`config.mk`:
```
export PLATFORM = sky130hd
export DESIGN_NAME = h_fwd_ctrl
export DESIGN_NICKNAME = d
export VERILOG_FILES = /design/src/rtl/h_fwd_pkg.sv /design/src/rtl/h_stage_tag.sv /design/src/rtl/h_fwd_ctrl.sv
export SDC_FILE = /design/constraint.sdc
export NUM_CORES = 1
export LEC_CHECK = 0
export ABC_AREA = 1
export BUFFER_PORTS_ARGS = -buffer_cell sky130_fd_sc_hd__buf_2
export CAP_MARGIN = 20
export CORE_MARGIN = 10
export CORE_UTILIZATION = 35
export DETAILED_ROUTE_END_ITERATION = 7
export GPL_TIMING_DRIVEN = 1
export SLEW_MARGIN = 0
export SYNTH_ARGS = -nofsm -noshare
export SYNTH_HDL_FRONTEND = slang
export SYNTH_HIERARCHICAL = 1
export SYNTH_SLANG_ARGS = --single-unit
```
`constraint.sdc`:
```
create_clock -name clk -period 3.55 [get_ports clk]
set_input_delay 0.71 -clock clk [delete_from_list [all_inputs] [get_ports clk]]
set_output_delay 0.71 -clock clk [all_outputs]
set_load 0.02 [all_outputs]
```
`src/rtl/h_fwd_pkg.sv`:
```
// Shared types for the forwarding/hazard controller: operand-select codes, per-stage
// register tag, and the forwarding-source priority function.
package h_fwd_pkg;

   localparam int TAG_AW = 8;

   typedef enum logic [1:0] {
      FWD_RS  = 2'b00,
      FWD_WB  = 2'b01,
      FWD_ALU = 2'b10,
      FWD_MEM = 2'b11
   } fwd_sel_e;

   typedef struct packed {
      logic [TAG_AW-1:0] rs1;
      logic [TAG_AW-1:0] rs2;
      logic [TAG_AW-1:0] rd;
      logic              regwrite;
      logic              load;
   } stage_tag_t;

   localparam stage_tag_t TAG_BUBBLE = '0;

   // M beats W; x0 is hard-wired so never forwards; M load data only when memout_en
   function automatic fwd_sel_e fwd_sel(input logic [TAG_AW-1:0] src,
                                        input stage_tag_t m,
                                        input stage_tag_t w,
                                        input logic memout_en);
      fwd_sel_e sel;
      sel = FWD_RS;
      if (m.regwrite && m.rd == src && m.rd != '0 && !m.load)
         sel = FWD_ALU;
      else if (m.regwrite && m.rd == src && m.rd != '0 && memout_en)
         sel = FWD_MEM;
      else if (w.regwrite && w.rd == src && w.rd != '0)
         sel = FWD_WB;
      return sel;
   endfunction

endpackage

```
`src/rtl/h_stage_tag.sv`:
```
// One pipeline tag register; latency 1 cycle. Backpressure: hold freezes the tag and
// wins over bubble, which loads an empty slot.
module h_stage_tag
   import h_fwd_pkg::*;
(
   input  logic       clk,
   input  logic       rst,
   input  logic       hold,
   input  logic       bubble,
   input  stage_tag_t d,
   output stage_tag_t q
);

   always_ff @(posedge clk or posedge rst) begin
      if (rst)
         q <= TAG_BUBBLE;
      else if (!hold)
         q <= bubble ? TAG_BUBBLE : d;
   end

endmodule

```
`src/rtl/h_fwd_ctrl.sv`:
```
// Forwarding selects and stall/flush control; selects are combinational from the E/M/W tags.
// Backpressure: a pending M load stalls all stages; H_FWD_MEMOUT_EN forwards load data from M.
module h_fwd_ctrl
   import h_fwd_pkg::*;
#(
   parameter int MEM_TIMEOUT = 16,
   parameter int REG_AW      = 5
)(
   input  logic              clk,
   input  logic              rst,
   input  logic [REG_AW-1:0] i_data_rs1D,
   input  logic [REG_AW-1:0] i_data_rs2D,
   input  logic [REG_AW-1:0] i_data_rdD,
   input  logic              i_con_regwriteD,
   input  logic              i_con_loadD,
   input  logic              i_con_pcsrcE,
   input  logic              i_con_memready,
   output logic [1:0]        o_con_fa,
   output logic [1:0]        o_con_fb,
   output logic              o_con_stallF,
   output logic              o_con_stallD,
   output logic              o_con_stallE,
   output logic              o_con_stallM,
   output logic              o_con_stallW,
   output logic              o_con_flushD,
   output logic              o_con_flushE,
   output logic              o_con_memerr
);

   localparam int            CW      = $clog2(MEM_TIMEOUT + 1);
   localparam logic [CW-1:0] CNT_MAX = CW'(MEM_TIMEOUT);

   stage_tag_t    tag_d, tag_e, tag_m, tag_w;
   logic          memwait, loaduse, flush_e, memout_en;
   logic [CW-1:0] wait_cnt;

   always_comb begin
      tag_d          = TAG_BUBBLE;
      tag_d.rs1      = TAG_AW'(i_data_rs1D);
      tag_d.rs2      = TAG_AW'(i_data_rs2D);
      tag_d.rd       = TAG_AW'(i_data_rdD);
      tag_d.regwrite = i_con_regwriteD;
      tag_d.load     = i_con_loadD;
   end

   assign memwait = tag_m.load && !i_con_memready;

`ifdef H_FWD_MEMOUT_EN
   assign memout_en = 1'b1;
   assign loaduse   = 1'b0;
`else
   assign memout_en = 1'b0;
   assign loaduse   = tag_e.load && tag_e.rd != '0 &&
                      (tag_e.rd == tag_d.rs1 || tag_e.rd == tag_d.rs2);
`endif

   // Memory wait dominates a taken branch, which in turn cancels a load-use stall
   always_comb begin
      o_con_stallF = 1'b0;
      o_con_stallD = 1'b0;
      o_con_stallE = 1'b0;
      o_con_stallM = 1'b0;
      o_con_stallW = 1'b0;
      o_con_flushD = 1'b0;
      flush_e      = 1'b0;
      if (memwait) begin
         o_con_stallF = 1'b1;
         o_con_stallD = 1'b1;
         o_con_stallE = 1'b1;
         o_con_stallM = 1'b1;
         o_con_stallW = 1'b1;
      end else if (i_con_pcsrcE) begin
         o_con_flushD = 1'b1;
         flush_e      = 1'b1;
      end else if (loaduse) begin
         o_con_stallF = 1'b1;
         o_con_stallD = 1'b1;
         flush_e      = 1'b1;
      end
   end

   assign o_con_flushE = flush_e;

   h_stage_tag u_tag_e (.clk(clk), .rst(rst), .hold(memwait), .bubble(flush_e), .d(tag_d), .q(tag_e));
   h_stage_tag u_tag_m (.clk(clk), .rst(rst), .hold(memwait), .bubble(1'b0),    .d(tag_e), .q(tag_m));
   h_stage_tag u_tag_w (.clk(clk), .rst(rst), .hold(memwait), .bubble(1'b0),    .d(tag_m), .q(tag_w));

   assign o_con_fa = fwd_sel(tag_e.rs1, tag_m, tag_w, memout_en);
   assign o_con_fb = fwd_sel(tag_e.rs2, tag_m, tag_w, memout_en);

   // memerr is set by the same edge that brings the saturating count to MEM_TIMEOUT
   always_ff @(posedge clk or posedge rst) begin
      if (rst) begin
         wait_cnt     <= '0;
         o_con_memerr <= 1'b0;
      end else if (memwait) begin
         if (wait_cnt != CNT_MAX)
            wait_cnt <= wait_cnt + CW'(1);
         if (wait_cnt >= CNT_MAX - CW'(1))
            o_con_memerr <= 1'b1;
      end else begin
         wait_cnt <= '0;
      end
   end

endmodule

```
==> impl_metrics.yaml <==
clocking:
  clkSinkCount: 51
  insertion_delay_ns: 0.31
  cts_max_level: 2
  hold_buffers: 0
  cts_root_buffer: "clkbuf_8"
  cts.repair.resized: 0
  clk_pin_slew_ns: 0.11
  clk_path_buf_depth: 2
  post-cts-setup-buffer-count: 0
  cts_tree: "yes"
  cts_buffers: 5
cells_and_area:
  fin_util_pct: 39.2
  design_area_um2: 3380
  fill_cells: 940
  stdcell_count: 584
  mostFrequentLayoutCells: "nand2_1 (212), inv_1 (51), dfrtp_1 (51)"
  finalNetCount: 499
  final_common_cell: "nand2_1"
  layout-drive-gt1-share_pct: 11.3
  n_antenna_cell: 0
  syn2layout_area_growth_pct: 10.1
sta:
  finClkSkew_ns: 0.00733
  setup_viol: 0
  finalHoldViolCount: 0
  min_period_ns: 2.56
  worst_pin_slew_ns: 0.503
  fmax_mhz: 391
  grt_setup_unrepaired: "false"
  min_period_over_period_pct: 72.1
  slew_headroom_pct: 66.4
  tns_ns: 0
  slew_viol_final: 0
  hold_ws_ns: 0.314
power:
  power_leakage_nw: 1.89
  cellPowerDensity_nw_per_um2: 368
  irDropWorstVdd_mv: 0.146
setup_path:
  startpoint_type: "input port"
  rr_endpoint: "u_tag_e/q[21]"
  end_kind: "primary output"
  cp_common_cell: "buf_2"
  ff2ff_setup_slack_ns: 1.66
  critPathArrivalTime_ns: 1.85
  required_ns: 2.84
  timing.rr.start: "u_tag_m/q[0]"
  path_class: "in -> out"
  slowest_delay_ns: 0.35
  path_buf_inv: 3
  reg2regPathDepth: 8
  cpMaxStageDelayCell: "nor2_4"
  cp_top_family: "simple AND/OR/NAND/NOR gates"
  path_max_fanout: 14
  cp_cell_sequence: "buf_2, nor2_4, inv_1, nand3_1, nand2_1, buf_2"
drt:
  routed_via_density: 4.45
  wl_um: 7300
  drc_errors: 0
  drt-pass1-iter-count: 4
  vias: 2600
  wl_per_cell_um: 12.5
  ant_nets: 0
  drtIter0Drc: 156
place:
  dp_cells: 575
  dpl_cell_area_um2: 3260
  numPortBuffers: 32
  place.gp.congestion: 0.854
  place_hpwl_um: 5550
logic_synthesis:
  synthesis.area_um2: 3070
  syn_area_per_cell_um2: 6.95
  ys_warn_count: 6
  syn_inst: 442
die:
  die_x_um: 114
  start_util_pct: 35.6
  boundaryPins: 33
  die_area_um2: 12900
  core.rowCount: 34
  core_area_um2: 8640
  die_h_um: 114
grt:
  track_usage_pct: 11.8
  antenna_found_initial: 0
  grt_max_degree: 43
  grt-ovfl-total: 0
  grt_pass1_vias: 2583
  grt_pass1_wl_um: 12600
run:
  drv_cap: 0
worst_hold_path:
  min_path_type: "in -> async"
run_status:
  status: "finished, final reports clean"
==> power breakdown <==
| part | switching, W | total (W) | leakage [nW] | internal [W] |
|---|---|---|---|---|
| registers | 0.0000443 | 0.000659 | 0.673 | 0.000615 |
| clock network | 0.000220 | 0.000365 | 0.0463 | 0.000145 |
| logic | 0.000138 | 0.000219 | 1.17 | 0.0000812 |
| total | 0.000402 | 0.00124 | 1.89 | 0.000842 |
==> how the worst max path moves through the flow <==
stage / startpoint / end / slack (ns) / cells past startpoint
floorplan: i_con_memready / o_con_stallF / 1.32 / 4
global placement: i_con_memready / o_con_flushE / 1.01 / 6
detailed placement: i_con_memready / o_con_flushE / 0.96 / 6
CTS: i_con_memready / o_con_flushE / 0.96 / 6
global route: i_con_memready / o_con_flushE / 0.85 / 6
finish: i_con_memready / o_con_flushE / 0.99 / 6
==> flip-flops by register name (all words and copies together), names as in the netlist <==
name,count
o_con_memerr,1
u_tag_e/q,26
u_tag_m/q,10
u_tag_w/q,9
wait_cnt,5
==> area by class of cell <==
class | instances | area [µm²] | area share, %
Multi-Input combinational cell | 328 | 1470 | 43.6
Sequential cell | 51 | 1280 | 37.7
Inverter | 55 | 206 | 6.10
Timing Repair Buffer | 34 | 195 | 5.77
Tap cell | 108 | 135 | 3.99
Clock buffer | 5 | 68.8 | 2.03
Clock inverter | 3 | 27.5 | 0.814
==> routing by layer <==
layer  track usage, %  share of wire [%]  vias to the layer above
met3             2.31                4.0                       10
li1                 -                  -                     1380
met1             15.4                 48                     1173
met2             19.2                 47                       37
met4             3.55                1.6                        0
met5                0                  0                        -
==> per-stage QoR <==
stage | worst slack (ns) | total power [W]
2_1_floorplan | 1.32 | 0.000834
3_3_place_gp | 1.01 | 0.000886
3_5_place_dp | 0.962 | 0.000889
4_1_cts | 0.961 | 0.00126
5_1_grt | 0.851 | 0.00133
6_report | 0.991 | 0.00124
Note: power is estimated with default switching activity, not from simulation.
